===== src/rtl/spi_reg_ctrl.sv =====
// Command/register controller behind the SPI slave byte interface.
// Decodes one command byte per frame and reads or writes the register file with auto-increment.
module spi_reg_ctrl #(
  parameter int unsigned NREGS    = 8,
  parameter logic [7:0]  ID_VALUE = 8'h4C
) (
  input  logic       clk,
  input  logic       rst_n,
  input  logic       ssel_active,
  input  logic       rx_valid,
  input  logic [7:0] rx_byte,
  output logic       tx_load,
  output logic [7:0] tx_byte,
  output logic       wr_strobe,
  output logic [3:0] wr_addr,
  output logic [7:0] wr_data,
  output logic [7:0] ctrl_reg,
  output logic       led,
  output logic [7:0] err_cnt
);

  localparam int unsigned AW = (NREGS > 1) ? $clog2(NREGS) : 1;
  localparam logic [7:0]  WR_ACK = 8'hAC;
  localparam logic [7:0]  ERR_RSP = 8'hEE;

  typedef enum logic [2:0] {IDLE, CMD, WRITE, READ, ERR} state_t;

  state_t          state;
  logic [AW-1:0]   addr;
  logic [7:0]      regs [NREGS];

  logic [AW-1:0]   cmd_addr;
  logic            cmd_bad;
  logic [7:0]      rd_cmd;
  logic [7:0]      rd_cur;

  // Command decode and read muxes; register 0 is the fixed ID
  assign cmd_addr = rx_byte[AW-1:0];
  assign cmd_bad  = (rx_byte[6:4] != 3'b000) || (5'(rx_byte[3:0]) >= 5'(NREGS));
  assign rd_cmd   = (cmd_addr == '0) ? ID_VALUE : regs[cmd_addr];
  assign rd_cur   = (addr == '0) ? ID_VALUE : regs[addr];

  assign ctrl_reg = regs[1];
  assign led      = regs[1][0];

  always_ff @(posedge clk or negedge rst_n) begin
    if (!rst_n) begin
      state     <= IDLE;
      addr      <= '0;
      err_cnt   <= 8'h00;
      tx_load   <= 1'b0;
      tx_byte   <= 8'h00;
      wr_strobe <= 1'b0;
      wr_addr   <= 4'h0;
      wr_data   <= 8'h00;
      for (int i = 0; i < int'(NREGS); i++) regs[i] <= 8'h00;
    end else begin
      tx_load   <= 1'b0;
      wr_strobe <= 1'b0;
      if (!ssel_active) begin
        // Deselect aborts any operation; a coincident byte is dropped
        state <= IDLE;
      end else begin
        case (state)
          IDLE: state <= CMD;
          CMD: if (rx_valid) begin
            tx_load <= 1'b1;
            if (cmd_bad) begin
              tx_byte <= ERR_RSP;
              if (err_cnt != 8'hFF) err_cnt <= err_cnt + 8'd1;
              state   <= ERR;
            end else if (rx_byte[7]) begin
              addr    <= cmd_addr;
              tx_byte <= WR_ACK;
              state   <= WRITE;
            end else begin
              tx_byte <= rd_cmd;
              addr    <= cmd_addr + AW'(1);
              state   <= READ;
            end
          end
          WRITE: if (rx_valid) begin
            tx_load <= 1'b1;
            tx_byte <= rx_byte;
            addr    <= addr + AW'(1);
            if (addr != '0) begin
              regs[addr] <= rx_byte;
              wr_strobe  <= 1'b1;
              wr_addr    <= 4'(addr);
              wr_data    <= rx_byte;
            end
          end
          READ: if (rx_valid) begin
            tx_load <= 1'b1;
            tx_byte <= rd_cur;
            addr    <= addr + AW'(1);
          end
          ERR: if (rx_valid) begin
            tx_load <= 1'b1;
            tx_byte <= ERR_RSP;
          end
          default: state <= IDLE;
        endcase
      end
    end
  end

endmodule


===== config.mk =====
export PLATFORM = sky130hd
export DESIGN_NAME = spi_reg_ctrl
export DESIGN_NICKNAME = d
export VERILOG_FILES = /design/src/rtl/spi_reg_ctrl.sv
export SDC_FILE = /design/constraint.sdc
export NUM_CORES = 1
export LEC_CHECK = 0
export BUFFER_PORTS_ARGS = -buffer_cell sky130_fd_sc_hd__buf_2
export CAP_MARGIN = 20
export CORE_ASPECT_RATIO = 0.9
export CORE_MARGIN = 1.5
export CORE_UTILIZATION = 54
export CTS_CLUSTER_DIAMETER = 30
export DETAILED_ROUTE_END_ITERATION = 10
export HOLD_SLACK_MARGIN = 0.05
export PLACE_DENSITY = 0.76
export SLEW_MARGIN = 5
export SYNTH_ARGS = -nofsm -noshare
export SYNTH_HDL_FRONTEND = slang
export SYNTH_SLANG_ARGS = --single-unit
export TNS_END_PERCENT = 5

===== constraint.sdc =====
create_clock -name clk -period 2.16 [get_ports clk]
set_input_delay 0.108 -clock clk [delete_from_list [all_inputs] [get_ports clk]]
set_output_delay 0.108 -clock clk [all_outputs]
set_load 0.01 [all_outputs]

======== Word-level counts from Yosys, hierarchy flattened ========
Index checks and enable logic that the tools add are counted.
word-level totals
  output and inout port bits .............. 39
  logic and storage cells ................. 90
  input bits .............................. 12
  register bits ........................... 99
cells by class
  reductions and logical operators ........ 17
  magnitude comparators ................... 4
  equal/unequal tests ..................... 13
  add/subtract/negate cells ............... 3
  bitwise operators ....................... 2
  mux-type cells .......................... 35
operators by type and width
  kind                                                                   count
  8-bit two-way mux                                                      13
  64-bit bitwise mux                                                     1
  8-bit binary-select mux with 3-bit select                              2
  8-bit case mux with 4 select lines                                     1
  8-bit demux with 3-bit select                                          1
  3-bit two-way mux                                                      7
  4-bit >= comparator (second input constant)                            3
  2-bit != test (second input constant)                                  6
  5-bit AND reduction                                                    2
  3-bit logical NOT                                                      3
  3-bit case mux with 3 select lines                                     1
  8-bit by 1-bit adder with 8-bit output (second input constant)         1
  1-bit two-way mux                                                      8
  8-bit != test (second input constant)                                  1
  3-bit inverter with 4-bit output                                       2
  3-bit by 1-bit adder with 3-bit output (second input constant)         2
  3-bit by 2-bit == test with 1-bit output (second input constant)       2
  3-bit case mux with 2 select lines                                     1
  6-bit AND reduction                                                    1
  3-bit nonzero test                                                     2
  4-bit by 1-bit < comparator with 1-bit output (second input constant)  1
  4-bit AND reduction                                                    1
  4-bit nonzero test                                                     1
  4-bit OR reduction                                                     1
  10 further kinds                                                       10

======== Depth between registers and ports, before layout ========
Gate-level depths: netlist of run 1.
  depth after elaboration ................. 9
  gate-level depth with buffers ........... 8
  gate-level depth less buffers ........... 6

======== Worst setup path after synthesis of run 1 ========
OpenSTA, ideal clock, no wires.
  path type ............................... register to register
  start point ............................. reg addr[0]
  end point ............................... reg regs[58] in the netlist's numbering
  path buffers ............................ 2
  arrival time ............................ 1.949 ns
  stages on the path, launching flop included .. 8
  library setup time ...................... 0.128 ns
  setup slack ............................. 0.084 ns
  period minus slack after synthesis ...... 2.076 ns
  required time ........................... 2.032 ns
  cells stage by stage .................... dfrtp_1 > buf_2 > buf_2 > inv_1 > ha_1 > nor4_2 > nand2_1 > mux2_1
on the way
  cells in the longest elaborated chain, start to end .. 6
  elaborated cells between the ends (all ways) .. 9
  those cells by class .................... order compare: 2; mux: 3; bitwise: 1; reduce/logical: 3
ends and longest elaborated chain
  item                                                                                                        RTL line  RTL
  from (decl)                                                                                                 29        logic [AW-1:0] addr;
  from (signal assigned)                                                                                      73        addr <= cmd_addr;
  from (signal assigned)                                                                                      78        addr <= cmd_addr + AW'(1);
  from (signal assigned)                                                                                      85        addr <= addr + AW'(1);
  3-bit inverter with 4-bit output (implied by the code)                                                      87        regs[addr] <= rx_byte;
  4-bit >= comparator (implied by the code) or 4-bit by 1-bit < comparator with 1-bit output (tied branches)  87
  1-bit logical AND (implied by the code)                                                                     87
  8-bit two-way mux (implied by the code)                                                                     87
  8-bit demux with 3-bit select                                                                               87
  64-bit bitwise mux                                                                                          87
  to (signal, indexed assignment)                                                                             87
  to (decl)                                                                                                   30        logic [7:0] regs [NREGS];
Several ways; a longest one is shown, not always the timed one.
A chain may end at the register's enable or synchronous reset.

======== Worst setup path after layout of run 1 ========
  start point ............................. reg addr[1]
  end point ............................... reg regs[36] in the netlist's numbering
Same word-level chain as after synthesis.

==> impl_metrics.json, run 1 <==
{
  "fp.dieW_um": 108,
  "grtUsageTotal_pct": 26.7,
  "ir_worst_vdd_v": 0.000418,
  "startpoint_type": "flip-flop",
  "viasPerCell": 6.30,
  "fill_cells": 773,
  "end_kind": "flip-flop",
  "fin_skew_ps": 11.9,
  "dieHeight_um": 97.5,
  "nets": 492,
  "worstRegToRegCells": 5,
  "num_io_pins": 51,
  "worstPathMaxFanout": 8,
  "worstHoldPathCells": 2,
  "seq_area_sq_mm": 0.00248,
  "core_sq_mm": 0.00966,
  "synth_top_cell_by_area": "dfrtp_1",
  "synth_ff_type": "dfrtp_1",
  "numClockSinks": 99,
  "final_util_pct": 61.1,
  "maxCapViolCount": 0,
  "overflow": 0,
  "maxUsedRoutingLayer": "met4",
  "cts_root_buf": "clkbuf_8",
  "holdCritStartpoint": "rx_byte[6]",
  "detail-route-antenna-nets": 0,
  "path_clk_slew_ps": 100,
  "grt_max_degree": 100,
  "vias": 3820,
  "timing.final.crit_period_ps": 2080,
  "status": "completed",
  "drc": 0,
  "relSlewSlack_pct": 50.5,
  "critPathRequiredTime_ps": 2430,
  "start_util_pct": 55.5,
  "synth_top_area_share_pct": 46.3,
  "wl_per_cell_um": 21.8,
  "syn_area_per_cell_sq_um": 12.3,
  "post-place-ws_ps": 34.5,
  "setup_ws_ps": 75.7,
  "dr.pass1.iters": 5,
  "wl_met2_um": 5900,
  "ys_top_cells_by_area": "dfrtp_1 46%, mux2_2 15%, mux4_2 7.1%",
  "cts_tree": "done",
  "fmax_mhz": 480,
  "clk_latency_ps": 380,
  "crit_path_max_incr_delay_ps": 500,
  "drive_above_1_share_pct": 36.5,
  "r2r-start": "addr[1]$_DFFE_PN0P_",
  "ys_warn_count": 0,
  "hold_end": "regs[6]$_DFFE_PN0P_",
  "multi_input_area_sq_mm": 0.00265,
  "power_per_cell_area_mw_per_mm2": 674,
  "final_area_sq_mm": 0.00590,
  "reg2reg_slack_ps": 80,
  "worstSetupPathType": "reg2reg",
  "synth_fp_nets": 452,
  "regMostFlops": "regs",
  "hold_viol": 0,
  "antenna_found_initial": 0,
  "numCtsBuffers": 9,
  "grt_pass1_vias": 3751,
  "drt_wl_total_um": 13200,
  "row_count": 34,
  "drtIter0Drc": 312,
  "cpMaxStageDelayCell": "nor4_2",
  "worstPathArrival_ps": 2350,
  "diodes": 0,
  "syn-instance-count": 435,
  "ys_seq_area_share_pct": 46.3,
  "p_leak_nw": 2.85,
  "die_area_sq_mm": 0.0105,
  "setup_viol": 0,
  "hold_class": "in2reg",
  "synth_cell_types": 57,
  "hpwlAfterDp_um": 9090,
  "largest_reg_flops": 56,
  "grt_setup_unrepaired": "yes",
  "finalNonFillerCells": 606,
  "cts_buffer_depth": 2,
  "dpl.cell_count": 588,
  "syn_to_final_growth_pct": 10.1,
  "routabilityCongestion": 0.935,
  "grt_pass1_wl_um": 21000,
  "layout_commonest_cell": "dfrtp_1",
  "final_max_slew_viol_count": 0,
  "cts_max_level": 3,
  "synth-edff-count": 0,
  "mostFrequentLayoutCells": "98 x dfrtp_1, 70 x mux2_2, 48 x buf_2",
  "wl_met1_um": 5970,
  "min_period_over_period_pct": 96.5,
  "worst_pin_slew_ps": 743,
  "portBuffers": 49,
  "worstPathCellList": "inv_1, ha_1, nor4_2, nand2_1, mux2_2",
  "synth_area_sq_mm": 0.00536,
  "placed_area_sq_mm": 0.00569,
  "holdWs_ps": 171,
  "synthArstFlopShare_pct": 100,
  "ys_seq_elements": 99,
  "r2r-end": "regs[36]$_DFFE_PN0P_",
  "wl_met3_um": 1050
}
worst max-delay path by stage:
stage | slack (ps) | endpoint | startpoint
6_report | 80 | regs[36]$_DFFE_PN0P_ | addr[1]$_DFFE_PN0P_
3_5_place_dp | 30 | regs[36]$_DFFE_PN0P_ | state[1]$_DFFE_PN0P_
5_1_grt | -30 | tx_byte[7]$_DFFE_PN0P_ | addr[0]$_DFFE_PN0P_
2_1_floorplan | 80 | regs[58]$_DFFE_PN0P_ | addr[0]$_DFFE_PN0P_
4_1_cts | 7 | regs[36]$_DFFE_PN0P_ | state[1]$_DFFE_PN0P_
3_3_place_gp | 90 | regs[27]$_DFFE_PN0P_ | state[1]$_DFFE_PN0P_
per-stage QoR:
stage / setup TNS (ps) / power [W]
floorplan: 0 / 0.00256
global placement: 0 / 0.00282
detailed placement: 0 / 0.00285
CTS: 0 / 0.00399
global route: -68.0 / 0.00416
finish: 0 / 0.00398
area by class of cell:
class | count | share of cell area (%)
clock buffers | 11 | 2.40
clock inverters | 5 | 0.764
inverters | 13 | 0.827
multi-input cells | 288 | 44.9
flip-flops and latches | 99 | 42.0
well taps | 126 | 2.67
repair buffers | 64 | 6.41
layer usage:
metal	track usage (%)	up-vias
met5	0	-
li1	-	1684
met4	8.91	0
met2	38.1	180
met1	40.1	1929
met3	6.51	27
power breakdown:
part	switching [W]	internal (W)	total, W
clock network	0.000689	0.000468	0.00116
registers	0.000102	0.00196	0.00206
logic	0.000452	0.000305	0.000757
cell usage after synthesis (3+ instances only):
| cell type | count |
|---|---|
| dfrtp_1 | 99 |
| mux2_2 | 70 |
| mux2i_1 | 29 |
| nand2_1 | 19 |
| mux4_2 | 17 |
| clkbuf_1 | 15 |
| nor2_1 | 14 |
| mux2_1 | 13 |
| nand3_1 | 12 |
| inv_1 | 11 |
| buf_2 | 10 |
| buf_4 | 10 |
| nand2b_1 | 9 |
| o21ai_0 | 9 |
| xor2_1 | 8 |
| a21oi_1 | 7 |
| nor3_1 | 7 |
| o22ai_1 | 7 |
| ha_1 | 5 |
| nor2b_1 | 5 |
| a31oi_1 | 4 |
| a22o_1 | 3 |
| or4_1 | 3 |
kinds of logic (layout without fill, tap and decap cells):
logic type | count (synthesis) | count (layout) | synth area share [%]
AO/OA/AOI/OAI | 54 | 54 | 7.13
XOR/XNOR | 9 | 9 | 1.47
adder cells (fa/ha/maj) | 5 | 5 | 1.17
buffers and inverters | 48 | 93 | 4.30
flip-flops | 99 | 99 | 46.3
multiplexers | 129 | 129 | 30.0
other | 1 | 1 | 0.0700
AND/OR/NAND/NOR | 90 | 90 | 9.58
critical path: cells and delay by family, from the launching register on:
kind	cells	cell delay, ps
multiplexers	1	390
flip-flops	1	360
AND/OR/NAND/NOR	2	930
adder cells (fa/ha/maj)	1	220
buffers and inverters	1	80
what timing repair did:
| item | in CTS | in global routing |
|---|---|---|
| resized for setup | 0 | 2 |
| hold buffers | 2 | 0 |
| endpoints found under the hold margin | 100 | 0 |
| buffers inserted | 0 | 0 |
| endpoints found under the setup margin | 0 | 62 |
No activity file was read; power rests on OpenSTA's default activity.
==> inputs of run 2 (changes only) <==
CORE_UTILIZATION = 60   (was 54)
CTS_CLUSTER_DIAMETER = unset   (was 30)
PLACE_DENSITY = 0.8   (was 0.76)
clock period = 2.2 ns   (was 2.16 ns; I/O delays follow)
==> run 2 against run 1 <==
Register-to-register slack lost 20 ps. Worst hold slack lost 110 ps. Non-clock buffer count grew 1. Total power is essentially flat. Utilization grew 7.7 points. Largest cell class unchanged. Clock-buffer cell count shrank 1. Die area shrank 9.7%. Final area grew 0.32%. Setup slack lost 15 ps.
==> impl_metrics.json, run 2 (same netlist as run 1, synthesis figures left out) <==
{
  "fin_skew_ps": 13.6,
  "syn_to_final_growth_pct": 10.5,
  "setup_viol": 0,
  "startpoint_type": "flip-flop",
  "dieHeight_um": 92.6,
  "final_util_pct": 68.7,
  "routabilityCongestion": 0.929,
  "min_period_over_period_pct": 97.2,
  "fmax_mhz": 467,
  "finalNonFillerCells": 600,
  "detail-route-antenna-nets": 0,
  "numClockSinks": 99,
  "worst_pin_slew_ps": 719,
  "portBuffers": 49,
  "wl_per_cell_um": 21.7,
  "post-place-ws_ps": 115,
  "end_kind": "flip-flop",
  "worstPathCellList": "nand2b_1, nor3_2, nand2_1, mux2_1",
  "holdWs_ps": 62.5,
  "layout_commonest_cell": "dfrtp_1",
  "crit_buf_inv": 0,
  "postCtsSetupBuffers": 0,
  "dpl.cell_count": 583,
  "path_clk_slew_ps": 90,
  "drc": 0,
  "critical-path-top-delay-family": "simple AND/OR/NAND/NOR gates",
  "dr.pass1.iters": 5,
  "relSlewSlack_pct": 52.1,
  "largest_reg_flops": 56,
  "diodes": 0,
  "grt_pass1_wl_um": 20500,
  "antenna_found_initial": 0,
  "grtUsageTotal_pct": 29.5,
  "grt_setup_unrepaired": "yes",
  "placed_area_sq_mm": 0.00571,
  "fp.dieW_um": 103,
  "status": "completed",
  "nets": 493,
  "cts_max_level": 3,
  "vias": 3853,
  "setup_ws_ps": 60.7,
  "mostFrequentLayoutCells": "99 x dfrtp_1, 70 x mux2_2, 48 x buf_2",
  "drt_wl_total_um": 13000,
  "regMostFlops": "regs",
  "maxCapViolCount": 0,
  "hpwlAfterDp_um": 9280,
  "ir_worst_vdd_v": 0.000478,
  "num_io_pins": 51,
  "grt_pass1_vias": 3801,
  "final_area_sq_mm": 0.00592,
  "hold_class": "in2reg",
  "clk_latency_ps": 380,
  "p_leak_nw": 2.87,
  "core_sq_mm": 0.00861,
  "crit_path_max_incr_delay_ps": 590,
  "power_per_cell_area_mw_per_mm2": 673,
  "worstPathMaxFanout": 14,
  "cts_root_buf": "clkbuf_8",
  "cpMaxStageDelayCell": "dfrtp_1",
  "worstPathArrival_ps": 2400,
  "row_count": 32,
  "numCtsBuffers": 9,
  "cts_buffer_depth": 2,
  "viasPerCell": 6.42,
  "start_util_pct": 62.2,
  "timing.final.crit_period_ps": 2140,
  "reg2reg_slack_ps": 60,
  "worstSetupPathType": "reg2reg",
  "grt_max_degree": 53,
  "cts_tree": "done",
  "die_area_sq_mm": 0.00950,
  "drtIter0Drc": 249,
  "overflow": 0,
  "drive_above_1_share_pct": 36.4,
  "hold_viol": 0,
  "final_max_slew_viol_count": 0,
  "critPathRequiredTime_ps": 2460
}
## run 2: power by group
| group | switching, W | internal, W | leakage (nW) |
|---|---|---|---|
| registers | 0.000111 | 0.00193 | 1.34 |
| clock network | 0.000669 | 0.000541 | 0.0992 |
| logic | 0.000429 | 0.000305 | 1.43 |
| total | 0.00121 | 0.00277 | 2.87 |
## run 2: worst register-to-register path: cells and delay by family (launching register included)
| family | cells | cell delay (ps) |
|---|---|---|
| muxes | 1 | 450 |
| DFF | 1 | 590 |
| and+or+nand+nor | 3 | 1000 |
## run 2: path summary, 6_finish.rpt
check | start | to | cells after the start
setup / recovery | state[1]$_DFFE_PN0P_ | regs[20]$_DFFE_PN0P_ | 4
hold / removal | ssel_active | state[2]$_DFFE_PN0P_ | 2
setup reg to reg | state[1]$_DFFE_PN0P_ | regs[20]$_DFFE_PN0P_ | 4
hold reg to reg | tx_byte[3]$_DFFE_PN0P_ | tx_byte[3]$_DFFE_PN0P_ | 1
max in group asynchronous | rst_n | regs[63]$_DFFE_PN0P_ | 3
min in group asynchronous | rst_n | ctrl_reg[3]$_DFFE_PN0P_ | 2
## run 2: area by class of cell
class                           instances  area, sq um
Clock buffer                           10          128
Clock inverter                          6         71.3
Fill cell                             634         2690
Inverter                               13         48.8
Multi-Input combinational cell        288         2650
Sequential cell                        99         2480
Tap cell                              119          149
Timing Repair Buffer                   65          395
## run 2: stage by stage
step | total power (W) | TNS, ps
CTS | 0.00400 | 0
detailed placement | 0.00280 | 0
global placement | 0.00278 | 0
floorplan | 0.00251 | 0
global route | 0.00416 | -145
finish | 0.00398 | 0
## run 2: timing repair
item,CTS,global route
hold buffers,1,0
resized for setup,0,0
setup endpoints to repair,0,9
endpoints found under the hold margin,99,0
## run 2: layer usage
layer	track usage [%]	vias to the layer above	share of wire (%)
met1	42.0	1989	44
met4	7.76	0	1.4
li1	-	1686	-
met2	44.4	159	47
met3	8.53	19	7.5
met5	0	-	0
